## config.mk

```make
export PLATFORM = sky130hd
export DESIGN_NAME = tagged_flow_tx_flat
export DESIGN_NICKNAME = d
export VERILOG_FILES = /design/src/rtl/tagged_flow_tx_pkg.sv /design/src/rtl/tagged_flow_tx_if.sv /design/src/rtl/rr_arbiter.sv /design/src/rtl/tagged_flow_tx.sv /design/src/flat_wrapper.sv
export SDC_FILE = /design/constraint.sdc
export NUM_CORES = 1
export LEC_CHECK = 0
export CORE_ASPECT_RATIO = 1.4
export CORE_MARGIN = 10
export CORE_UTILIZATION = 45
export CTS_CLUSTER_SIZE = 16
export DETAILED_ROUTE_END_ITERATION = 8
export GPL_TIMING_DRIVEN = 0
export PLACE_DENSITY = 0.78
export SLEW_MARGIN = 40
export SYNTH_ARGS = -nofsm -noshare
export SYNTH_HDL_FRONTEND = slang
export SYNTH_HIERARCHICAL = 1
export SYNTH_SLANG_ARGS = --single-unit
```

## constraint.sdc

```tcl
create_clock -name clk -period 5.23 [get_ports clk]
set_clock_uncertainty 0.2 [all_clocks]
set_input_delay 1.569 -clock clk [delete_from_list [all_inputs] [get_ports clk]]
set_output_delay 1.569 -clock clk [all_outputs]
set_load 0.01 [all_outputs]
```

## src/rtl/tagged_flow_tx_pkg.sv

```systemverilog
// Shared definitions for the tagged multi-flow write path (tx mux and rx demux).
package mdf_flow_pkg;
   localparam int FLUX_DEF  = 4;
   localparam int TAG_W_DEF = $clog2(FLUX_DEF);

   typedef logic [TAG_W_DEF-1:0] flow_tag_t;

   // First set bit of req after ptr, wrapping modulo n (power of 2); returns ptr when req is empty.
   function automatic logic [31:0] flow_rr_next(input logic [31:0] ptr,
                                                input logic [31:0] req,
                                                input logic [31:0] n);
      logic [31:0] idx;
      logic        found;
      flow_rr_next = ptr;
      found        = 1'b0;
      for (int i = 1; i <= 32; i++) begin
         idx = (ptr + 32'(i)) & (n - 32'd1);
         if (!found && (32'(i) <= n) && (((req >> idx) & 32'd1) != 32'd0)) begin
            flow_rr_next = idx;
            found        = 1'b1;
         end
      end
   endfunction
endpackage

```

## src/rtl/tagged_flow_tx_if.sv

```systemverilog
// Per-flow source handshake plus tagged write port; master = transmitter side.
interface tagged_flow_tx_if
   import mdf_flow_pkg::*;
#(
   parameter int DATA_W = 8,
   parameter int FLUX   = FLUX_DEF,
   parameter int TAG_W  = $clog2(FLUX)
);
   logic [FLUX-1:0]         src_valid;
   logic [FLUX*DATA_W-1:0]  src_data;
   logic [FLUX-1:0]         src_ready;
   logic [TAG_W+DATA_W-1:0] wr_din;
   logic                    wr_write;
   logic [FLUX-1:0]         wr_full;

   modport master (input src_valid, src_data, wr_full,
                   output src_ready, wr_din, wr_write);
   modport slave  (output src_valid, src_data, wr_full,
                   input src_ready, wr_din, wr_write);
endinterface

```

## src/rtl/rr_arbiter.sv

```systemverilog
// Round-robin one-hot arbiter; pointer moves to the winner only when a grant is issued.
module rr_arbiter
   import mdf_flow_pkg::*;
#(
   parameter int FLUX  = FLUX_DEF,
   parameter int TAG_W = $clog2(FLUX)
) (
   input  logic             clk,
   input  logic             rst,
   input  logic [FLUX-1:0]  req,
   output logic [FLUX-1:0]  grant,
   output logic [TAG_W-1:0] grant_idx
);
   logic [TAG_W-1:0] ptr;
   logic [31:0]      nxt;
   logic             unused_nxt_hi;

   always_comb begin
      nxt   = flow_rr_next(32'(ptr), 32'(req), 32'(FLUX));
      grant = '0;
      if (|req) grant[nxt[TAG_W-1:0]] = 1'b1;
   end

   assign grant_idx     = nxt[TAG_W-1:0];
   assign unused_nxt_hi = ^nxt[31:TAG_W];

   // Reset to the last index so the first grant after reset goes to flow 0.
   always_ff @(posedge clk or negedge rst) begin
      if (!rst)        ptr <= TAG_W'(FLUX - 1);
      else if (|grant) ptr <= nxt[TAG_W-1:0];
   end
endmodule

```

## src/rtl/tagged_flow_tx.sv

```systemverilog
// Multi-flow tagged write transmitter: one holding register per flow, RR mux, frame counters.
// Optional per-flow full-stall counters enabled by defining TAGGED_FLOW_TX_STATS_EN.
module tagged_flow_tx
   import mdf_flow_pkg::*;
#(
   parameter int DATA_W = 8,
   parameter int FLUX   = FLUX_DEF,
   parameter int TAG_W  = $clog2(FLUX),
   parameter int LEN_W  = 16
) (
   input  logic               clk,
   input  logic               rst,
   tagged_flow_tx_if.master   bus,
   input  logic               cfg_we,
   input  logic [TAG_W-1:0]   cfg_flow,
   input  logic [LEN_W-1:0]   cfg_len,
   output logic [FLUX-1:0]    frame_done,
   output logic               busy,
   output logic [FLUX*16-1:0] stall_cnt
);
   logic [FLUX-1:0]   hold_valid;
   logic [DATA_W-1:0] hold_data [FLUX];
   logic [FLUX-1:0]   elig;
   logic [FLUX-1:0]   grant;
   logic [TAG_W-1:0]  grant_idx;
   logic [FLUX-1:0]   cfg_hit;
   logic [LEN_W-1:0]  cnt    [FLUX];
   logic [LEN_W-1:0]  len_q  [FLUX];

   assign elig = hold_valid & ~bus.wr_full;

   rr_arbiter #(.FLUX(FLUX), .TAG_W(TAG_W)) u_arb (
      .clk       (clk),
      .rst       (rst),
      .req       (elig),
      .grant     (grant),
      .grant_idx (grant_idx)
   );

   // Granted flows may refill in the same cycle their token leaves.
   assign bus.src_ready = ~hold_valid | grant;
   assign bus.wr_write  = |grant;
   assign bus.wr_din    = bus.wr_write ? {grant_idx, hold_data[grant_idx]} : '0;
   assign busy          = |hold_valid;

   always_comb begin
      cfg_hit = '0;
      for (int f = 0; f < FLUX; f++) cfg_hit[f] = cfg_we && (cfg_flow == TAG_W'(f));
   end

   always_ff @(posedge clk or negedge rst) begin
      if (!rst) begin
         hold_valid <= '0;
         for (int f = 0; f < FLUX; f++) hold_data[f] <= '0;
      end else begin
         for (int f = 0; f < FLUX; f++) begin
            if (bus.src_valid[f] && bus.src_ready[f]) begin
               hold_valid[f] <= 1'b1;
               hold_data[f]  <= bus.src_data[f*DATA_W +: DATA_W];
            end else if (grant[f]) begin
               hold_valid[f] <= 1'b0;
            end
         end
      end
   end

   // A config write wins over a same-cycle grant: that write is not counted.
   always_ff @(posedge clk or negedge rst) begin
      if (!rst) begin
         frame_done <= '0;
         for (int f = 0; f < FLUX; f++) begin
            cnt[f]   <= '0;
            len_q[f] <= '0;
         end
      end else begin
         frame_done <= '0;
         for (int f = 0; f < FLUX; f++) begin
            if (cfg_hit[f]) begin
               len_q[f] <= cfg_len;
               cnt[f]   <= '0;
            end else if (grant[f]) begin
               if ((len_q[f] != '0) && ((cnt[f] + LEN_W'(1)) == len_q[f])) begin
                  cnt[f]        <= '0;
                  frame_done[f] <= 1'b1;
               end else begin
                  cnt[f] <= cnt[f] + LEN_W'(1);
               end
            end
         end
      end
   end

`ifdef TAGGED_FLOW_TX_STATS_EN
   logic [15:0] stall_q [FLUX];

   always_ff @(posedge clk or negedge rst) begin
      if (!rst) begin
         for (int f = 0; f < FLUX; f++) stall_q[f] <= '0;
      end else begin
         for (int f = 0; f < FLUX; f++) begin
            if (cfg_hit[f])
               stall_q[f] <= '0;
            else if (hold_valid[f] && bus.wr_full[f] && (stall_q[f] != 16'hFFFF))
               stall_q[f] <= stall_q[f] + 16'd1;
         end
      end
   end

   always_comb begin
      stall_cnt = '0;
      for (int f = 0; f < FLUX; f++) stall_cnt[f*16 +: 16] = stall_q[f];
   end
`else
   assign stall_cnt = '0;
`endif
endmodule

```

## src/flat_wrapper.sv

```systemverilog
// flat-port wrapper written by rule: the top's interface ports become plain ports
module tagged_flow_tx_flat import mdf_flow_pkg::*;
#(
   parameter int DATA_W = 8,
   parameter int FLUX   = FLUX_DEF,
   parameter int TAG_W  = $clog2(FLUX),
   parameter int LEN_W  = 16
)
  (clk, rst, cfg_we, cfg_flow, cfg_len, frame_done, busy, stall_cnt, bus_src_valid, bus_src_data, bus_wr_full, bus_src_ready, bus_wr_din, bus_wr_write);
  tagged_flow_tx_if #(.DATA_W(DATA_W), .FLUX(FLUX), .TAG_W(TAG_W)) bus_i ();
  input  logic clk;
  input  logic rst;
  input  logic cfg_we;
  input  logic [TAG_W-1:0] cfg_flow;
  input  logic [LEN_W-1:0] cfg_len;
  output logic [FLUX-1:0] frame_done;
  output logic busy;
  output logic [FLUX*16-1:0] stall_cnt;
  input wire logic [$bits(bus_i.src_valid)-1:0] bus_src_valid;
  input wire logic [$bits(bus_i.src_data)-1:0] bus_src_data;
  input wire logic [$bits(bus_i.wr_full)-1:0] bus_wr_full;
  output wire logic [$bits(bus_i.src_ready)-1:0] bus_src_ready;
  output wire logic [$bits(bus_i.wr_din)-1:0] bus_wr_din;
  output wire logic [$bits(bus_i.wr_write)-1:0] bus_wr_write;
  assign bus_i.src_valid = bus_src_valid;
  assign bus_i.src_data = bus_src_data;
  assign bus_i.wr_full = bus_wr_full;
  assign bus_src_ready = bus_i.src_ready;
  assign bus_wr_din = bus_i.wr_din;
  assign bus_wr_write = bus_i.wr_write;
  tagged_flow_tx #(.DATA_W(DATA_W), .FLUX(FLUX), .TAG_W(TAG_W), .LEN_W(LEN_W)) u_core (.clk(clk), .rst(rst), .bus(bus_i), .cfg_we(cfg_we), .cfg_flow(cfg_flow), .cfg_len(cfg_len), .frame_done(frame_done), .busy(busy), .stall_cnt(stall_cnt));
endmodule
```

After elaboration in Yosys (flattened, before gate mapping)
Cells that the tools add are included.
{ "word_totals": {"elab_cells": 126, "register_bits": 170, "out_inout_bits": 84, "inputBits": 61} }
{ "classes": {"reduce_logical": 35, "n_eq_ne": 7, "bitwise_logic": 5, "shift": 4, "mux": 46, "add_sub_neg": 8, "magnitude_cmp": 3} }
{ "ops": {"columns": ["operator", "count"], "rows": [
  ["two-way mux 16 bit", 12],
  ["adder 16 x 1 -> 16 bit, second input constant", 4],
  ["== test 16 bit", 4],
  ["nonzero test 16 bit", 4],
  ["two-way mux 1 bit", 24],
  ["binary-select mux 8 bit (select 2 bit)", 1],
  ["logical AND 1 bit", 16],
  ["two-way mux 8 bit", 2],
  ["nonzero test 2 bit", 8],
  ["right shift 4 x 2 -> 1 bit", 4],
  ["OR reduction 4 bit", 3],
  ["two-way mux 10 bit", 1],
  ["two-way mux 2 bit", 4],
  ["NOT 4 bit", 2],
  ["adder 2 x 1 -> 2 bit, second input constant", 2],
  ["adder 2 bit, second input constant", 2],
  ["AND 4 bit", 1],
  ["== test 2 bit, second input constant", 2],
  ["two-way mux 4 bit", 1],
  ["bitwise OR 4 bit", 1],
  [">= comparator 3 bit, second input constant", 1],
  ["logical NOT 1 bit", 3],
  ["less-than comparator 2 x 3 -> 1 bit, second input constant", 1],
  ["NOT 2 -> 3 bit", 1],
  ["4 further kinds", 4]
]} }

Longest topological paths before layout
{ "logic_depth": {"word_depth": 21, "depth_mapped": 11, "ltp_nobuf": 9} }

By module
The synthesis kept the hierarchy.
{ "modules_own_cells": {"columns": ["module", "cells_each", "n_inst", "area_per_inst_um2", "seq_area_each_um2"], "rows": [
  ["tagged_flow_tx", 1062, 1, 10020.9, 4204.0],
  ["rr_arbiter", 33, 1, 236.5, 52.6]
]} }

Worst setup path before layout
Ideal clock, no wire load.
{ "synth_path": {"path_kind": "input -> output", "startpoint": "input port bus_wr_full[3]", "endpoint": "output port bus_wr_din[0]", "required_ps": 3461, "slack_ps": 132, "stages": 8, "path_buffers": 2, "t_arrival_ps": 3329, "cell_sequence": "nor2b_1 > nor2b_2 > nor3_1 > o31a_1 > clkbuf_1 > nor4_1 > clkbuf_1 > nor2b_1"} }
{ "synth_between": {"elab_chain_len": 20, "elab_cells_between_ends": 32, "cone_classes": "order compare: 2; shift: 4; mux: 14; bitwise: 3; reduce/logical: 9"} }
{ "synth_lines": {"columns": ["item", "line_no", "source"], "rows": [
  ["from (decl)", "flat_wrapper.sv:21", "input wire logic [$bits(bus_i.wr_full)-1:0] bus_wr_full;"],
  ["NOT 4 bit *", "tagged_flow_tx.sv:30", "assign elig = hold_valid & ~bus.wr_full;"],
  ["AND 4 bit *", "tagged_flow_tx.sv:30", null],
  ["right shift 4 x 2 -> 1 bit", "tagged_flow_tx_pkg.sv:18", "if (!found && (32'(i) <= n) && (((req >> idx) & 32'd1) != 32'd0)) begin"],
  ["two-way mux 1 bit", "tagged_flow_tx_pkg.sv:18", null],
  ["logical NOT 1 bit", "tagged_flow_tx_pkg.sv:18", null],
  ["logical AND 1 bit", "tagged_flow_tx_pkg.sv:18", null],
  ["two-way mux 1 bit", "tagged_flow_tx_pkg.sv:18", null],
  ["logical NOT 1 bit", "tagged_flow_tx_pkg.sv:18", null],
  ["[... 5 more ...]", null, null],
  ["less-than comparator 2 x 3 -> 1 bit (not written as such) or >= comparator 2 x 1 -> 1 bit (tied branches)", "rr_arbiter.sv:21", "if (|req) grant[nxt[TAG_W-1:0]] = 1'b1;"],
  ["logical AND 1 bit (not written as such)", "rr_arbiter.sv:21", null],
  ["two-way mux 1 bit (not written as such)", "rr_arbiter.sv:21", null],
  ["demux 1 bit (select 2 bit)", null, null],
  ["two-way mux 4 bit *", "rr_arbiter.sv:21", null],
  ["named net u_core.grant[1]", "tagged_flow_tx.sv:24", "logic [FLUX-1:0] grant;"],
  ["OR reduction 4 bit *", "tagged_flow_tx.sv:42", "assign bus.wr_write = |grant;"],
  ["two-way mux 10 bit *", "tagged_flow_tx.sv:43", "assign bus.wr_din = bus.wr_write ? {grant_idx, hold_data[grant_idx]} : '0;"],
  ["to (decl)", "flat_wrapper.sv:23", "output wire logic [$bits(bus_i.wr_din)-1:0] bus_wr_din;"]
]} }
Mark *: on every way through the listed nets, which the timed path passes. The rest lies on a longest branch. The select of a mux whose other input is x is not followed.

Worst setup path after layout
{ "layout_path": {"startpoint": "input port bus_wr_full[2]", "endpoint": "output port bus_wr_din[1]"} }
{ "layout_between": {"elab_chain_len": 20, "elab_cells_between_ends": 32, "cone_classes": "order compare: 2; shift: 4; mux: 14; bitwise: 3; reduce/logical: 9"} }
{ "layout_lines": {"columns": ["item", "line_no", "source"], "rows": [
  ["NOT 4 bit *", "tagged_flow_tx.sv:30", null],
  ["AND 4 bit *", "tagged_flow_tx.sv:30", null],
  ["named net u_core.elig[2]", "tagged_flow_tx.sv:23", "logic [FLUX-1:0] elig;"],
  ["right shift 4 x 2 -> 1 bit", "tagged_flow_tx_pkg.sv:18", null],
  ["two-way mux 1 bit", "tagged_flow_tx_pkg.sv:18", null],
  ["logical NOT 1 bit", "tagged_flow_tx_pkg.sv:18", null],
  ["logical AND 1 bit", "tagged_flow_tx_pkg.sv:18", null],
  ["two-way mux 1 bit", "tagged_flow_tx_pkg.sv:18", null],
  ["[... 6 more ...]", null, null],
  ["named net u_core.grant_idx[0]", "tagged_flow_tx.sv:25", "logic [TAG_W-1:0] grant_idx;"],
  ["less-than comparator 2 x 3 -> 1 bit (not written as such) or >= comparator 2 x 1 -> 1 bit (tied branches)", "rr_arbiter.sv:21", null],
  ["logical AND 1 bit (not written as such)", "rr_arbiter.sv:21", null],
  ["two-way mux 1 bit (not written as such)", "rr_arbiter.sv:21", null],
  ["demux 1 bit (select 2 bit)", null, null],
  ["two-way mux 4 bit", "rr_arbiter.sv:21", null],
  ["OR reduction 4 bit", "tagged_flow_tx.sv:42", null],
  ["two-way mux 10 bit *", "tagged_flow_tx.sv:43", null]
]} }
Marked as above.

==> reports/results.tsv <==
stage	metric	value	unit
hold_path	worstHoldPathType	reg2reg	
yosys	async_flop_share	100	%
power	power_density	398	nW/um2
clocking	clk-insertion-delay-late	430	ps
yosys	ys_types	81	
place	place_congestion	0.891	
clocking	cts.path.max_buffers	2	
critical_path	worst_r2r_path_depth	11	
routing	drt_iter0_drc	465	
yosys	synth-seq-area-share	41.5	%
layout	drive_above_1_share	20.0	%
die	io_pins	145	
place	hpwl	19.9	mm
hold_path	min_path_cells	1	
critical_path	required	3460	ps
global_routing	grt_pass1_wl	43.6	mm
critical_path	crit_path_end_kind	primary output	
place	port_buffers	80	
die	die_w	148	um
global_routing	grt_antenna_before_repair	1	
global_routing	gr-usage-all-layers	18.2	%
critical_path	path_max_fanout	4	
clocking	cts_root_buf	clkbuf_16	
timing	fmax	0.193	GHz
global_routing	grt_start_max_net_pins	73	
routing	vias	8471	
layout	final_area	12600	um2
die	num_rows	65	
critical_path	r2r_end	u_core/cnt[30]$_DFFE_PN0P_	
clocking	clkTransAtPathRegs	60	ps
timing	setup_tns	0	ps
timing	post-route-min-period	5190	ps
yosys	synth_flop_cell	dfrtp_1	
layout	area_delta_synth_final	23.2	%
critical_path	worstSetupPathType	in2out	
timing	setup_viol	0	
timing	slew_violations	0	
critical_path	r2r_start	u_core/cnt[16]$_DFFE_PN0P_	
die	die-area	29300	um2
clocking	hold_buffers	0	
timing	tightest_slew	658	ps
die	die_y	199	um
critical_path	rrSetupSlack	1770	ps
routing	route.detailed.drc	0	
run_status	outcome	finished clean	
timing	hold_ws	303	ps
clocking	numClockSinks	170	
layout	finalNetCount	1349	
timing	min_period_over_period	99.2	%
place	dpl_cell_area	11700	um2
routing	post_drt_via_cell_ratio	5.30	
critical_path	cp.arrival	3420	ps
timing	finalHoldViolations	0	
hold_path	min_from	u_core/hold_data[8]$_DFFE_PN0P_	
yosys	ys_warn_count	6	
yosys	synth_edf_count	0	
yosys	synth_largest_area_cell	dfrtp_1	
yosys	synth_top_cell_area_share	41.0	%
die	initial_core_util	45.5	%
clocking	htreeDepth	4	
timing	slew_headroom	55.8	%
routing	detail_route.wl_per_cell	16.9	um
clocking	cts_made_buffers	17	
global_routing	grt_pass1_vias	8662	
routing	firstDrtPassIters	5	
power	ir_drop	0.317	mV
power	leakagePower	5.51	nW
flow_run	drv_cap	0	
routing	ant_nets	0	
global_routing	overflow	0	
die	core	22500	um2
yosys	synth_area_leaders	dfrtp_1 (41%), mux2_2 (7.0%), nand2_1 (6.0%)	
yosys	synth_area_per_cell	9.37	um2
hold_path	hold-path-endpoint	u_core/hold_data[8]$_DFFE_PN0P_	
yosys	ys_seq_elements	170	
yosys	synthesis.area	10300	um2
yosys	synth_cells	1095	
routing	wirelength	27.0	mm
clocking	cts_tree	yes	
critical_path	cp-start-kind	primary input	
[area by class of cell]
cell class              instances  area [um2]
flip-flops and latches        170        4260
clock inverters                12         114
well taps                     301         377
diodes                          1        2.50
inverters                      18        67.6
repair buffers                109        1080
fillers                      1909        9890
multi-input cells             850        5560
clock buffers                  19         443
plain buffers                 118         742
[registers in the layout, summed over array words and instances, names as in the netlist]
signal	flops
u_core/u_arb/ptr	2
u_core/hold_valid	4
u_core/len_q	64
u_core/cnt	64
u_core/frame_done	4
u_core/hold_data	32
[placed cells by master (no fill, tap or decap), types with 8 or more instances in the layout]
cell,netlist,layout
inv_1,17,17
nor4_1,25,24
nand4_1,33,33
and3_1,11,10
nor2_1,88,87
or3_1,8,8
a21oi_1,26,26
nand2_1,163,163
nand3_1,38,38
clkbuf_16,0,17
mux2_2,64,64
clkbuf_1,34,30
nor2b_4,0,8
nand2b_1,11,11
clkdlybuf4s50_1,0,64
xor2_1,56,56
nor2b_1,20,13
buf_4,67,85
o21ai_0,21,21
buf_6,1,8
conb_1,1,64
dfrtp_1,168,168
mux4_2,8,8
buf_2,14,20
nor3_1,22,22
xnor2_1,61,61
[metal layers]
metal	routed length, um	global-route usage [%]	vias to the layer above
met5	0	0	-
met1	10400	19.2	4051
met3	1900	5.30	60
li1	-	-	4062
met4	1010	8.57	0
met2	13700	32.6	298
[how the worst max path moves through the flow]
| stage | from | to | slack (ps) | cells past startpoint |
|---|---|---|---|---|
| 5_1_grt | bus_wr_full[3] | bus_wr_din[1] | -30 | 10 |
| 6_report | bus_wr_full[2] | bus_wr_din[1] | 40 | 10 |
| 3_5_place_dp | bus_wr_full[3] | bus_wr_din[2] | -1270 | 10 |
| 4_1_cts | bus_wr_full[3] | bus_wr_din[7] | 20 | 11 |
| 3_3_place_gp | rst | u_core/len_q[52]$_DFFE_PN0P_ | -4560 | 1 |
| 2_1_floorplan | bus_wr_full[3] | bus_wr_din[0] | 130 | 8 |
[timing repair]
action | CTS | global route
pin swaps | 4 | 6
setup endpoints to repair | 15 | 11
cloned | 3 | 0
buffers inserted | 18 | 6
gates resized for setup | 73 | 21
[critical path, cell delays in order]
cell	delay (ps)
clkdlybuf4s15_1	210
nor2b_4	210
nor2_2	50
o21ai_2	190
o311ai_4	150
clkbuf_8	170
buf_4	130
mux4_2	450
nor2b_4	160
buf_6	110
[power breakdown]
| group | leakage [nW] | internal [mW] | switching (mW) |
|---|---|---|---|
| clock | 0.263 | 0.671 | 0.544 |
| combinational | 3.10 | 1.03 | 0.927 |
| sequential | 2.15 | 1.60 | 0.251 |
| total | 5.51 | 3.31 | 1.72 |
[cells by family (layout without fill, tap and decap cells)]
logic type / after synthesis / count (layout) / synth area share (%)
xor gates and xnor gates: 119 / 119 / 10.4
and+or+nand+nor: 465 / 465 / 22.4
adders and majority gates: 4 / 4 / 0.488
buffers and inverters: 138 / 276 / 7.76
DFF: 170 / 170 / 41.5
other: 1 / 65 / 0.0366
muxes: 75 / 75 / 9.10
AOI/OAI and AO/OA: 123 / 123 / 8.37
[per-stage QoR]
stage	setup WS (ps)	total power, mW	utilization [%]	cells
after floorplan	132	2.94	-	1158
after global placement	-4560	3.48	51.8	1539
after detailed placement	-1270	3.54	52.1	1541
after CTS	24.3	4.91	55.7	1592
after global routing	-32.5	5.31	56.1	1598
final	42.5	5.03	56.1	1598
[synthesized netlist by cell type, drive strengths merged (8+ instances only)]
cell type and n:
a21oi 26, and3 11, buf 85, clkbuf 35, dfrtp 168, inv 18, mux2 66, mux4 8
nand2 164, nand2b 11, nand3 40, nand4 33, nor2 88, nor2b 21, nor3 24, nor4 25
o21ai 28, or3 8, xnor2 62, xor2 56
Note: power is estimated with default switching activity, not from simulation.
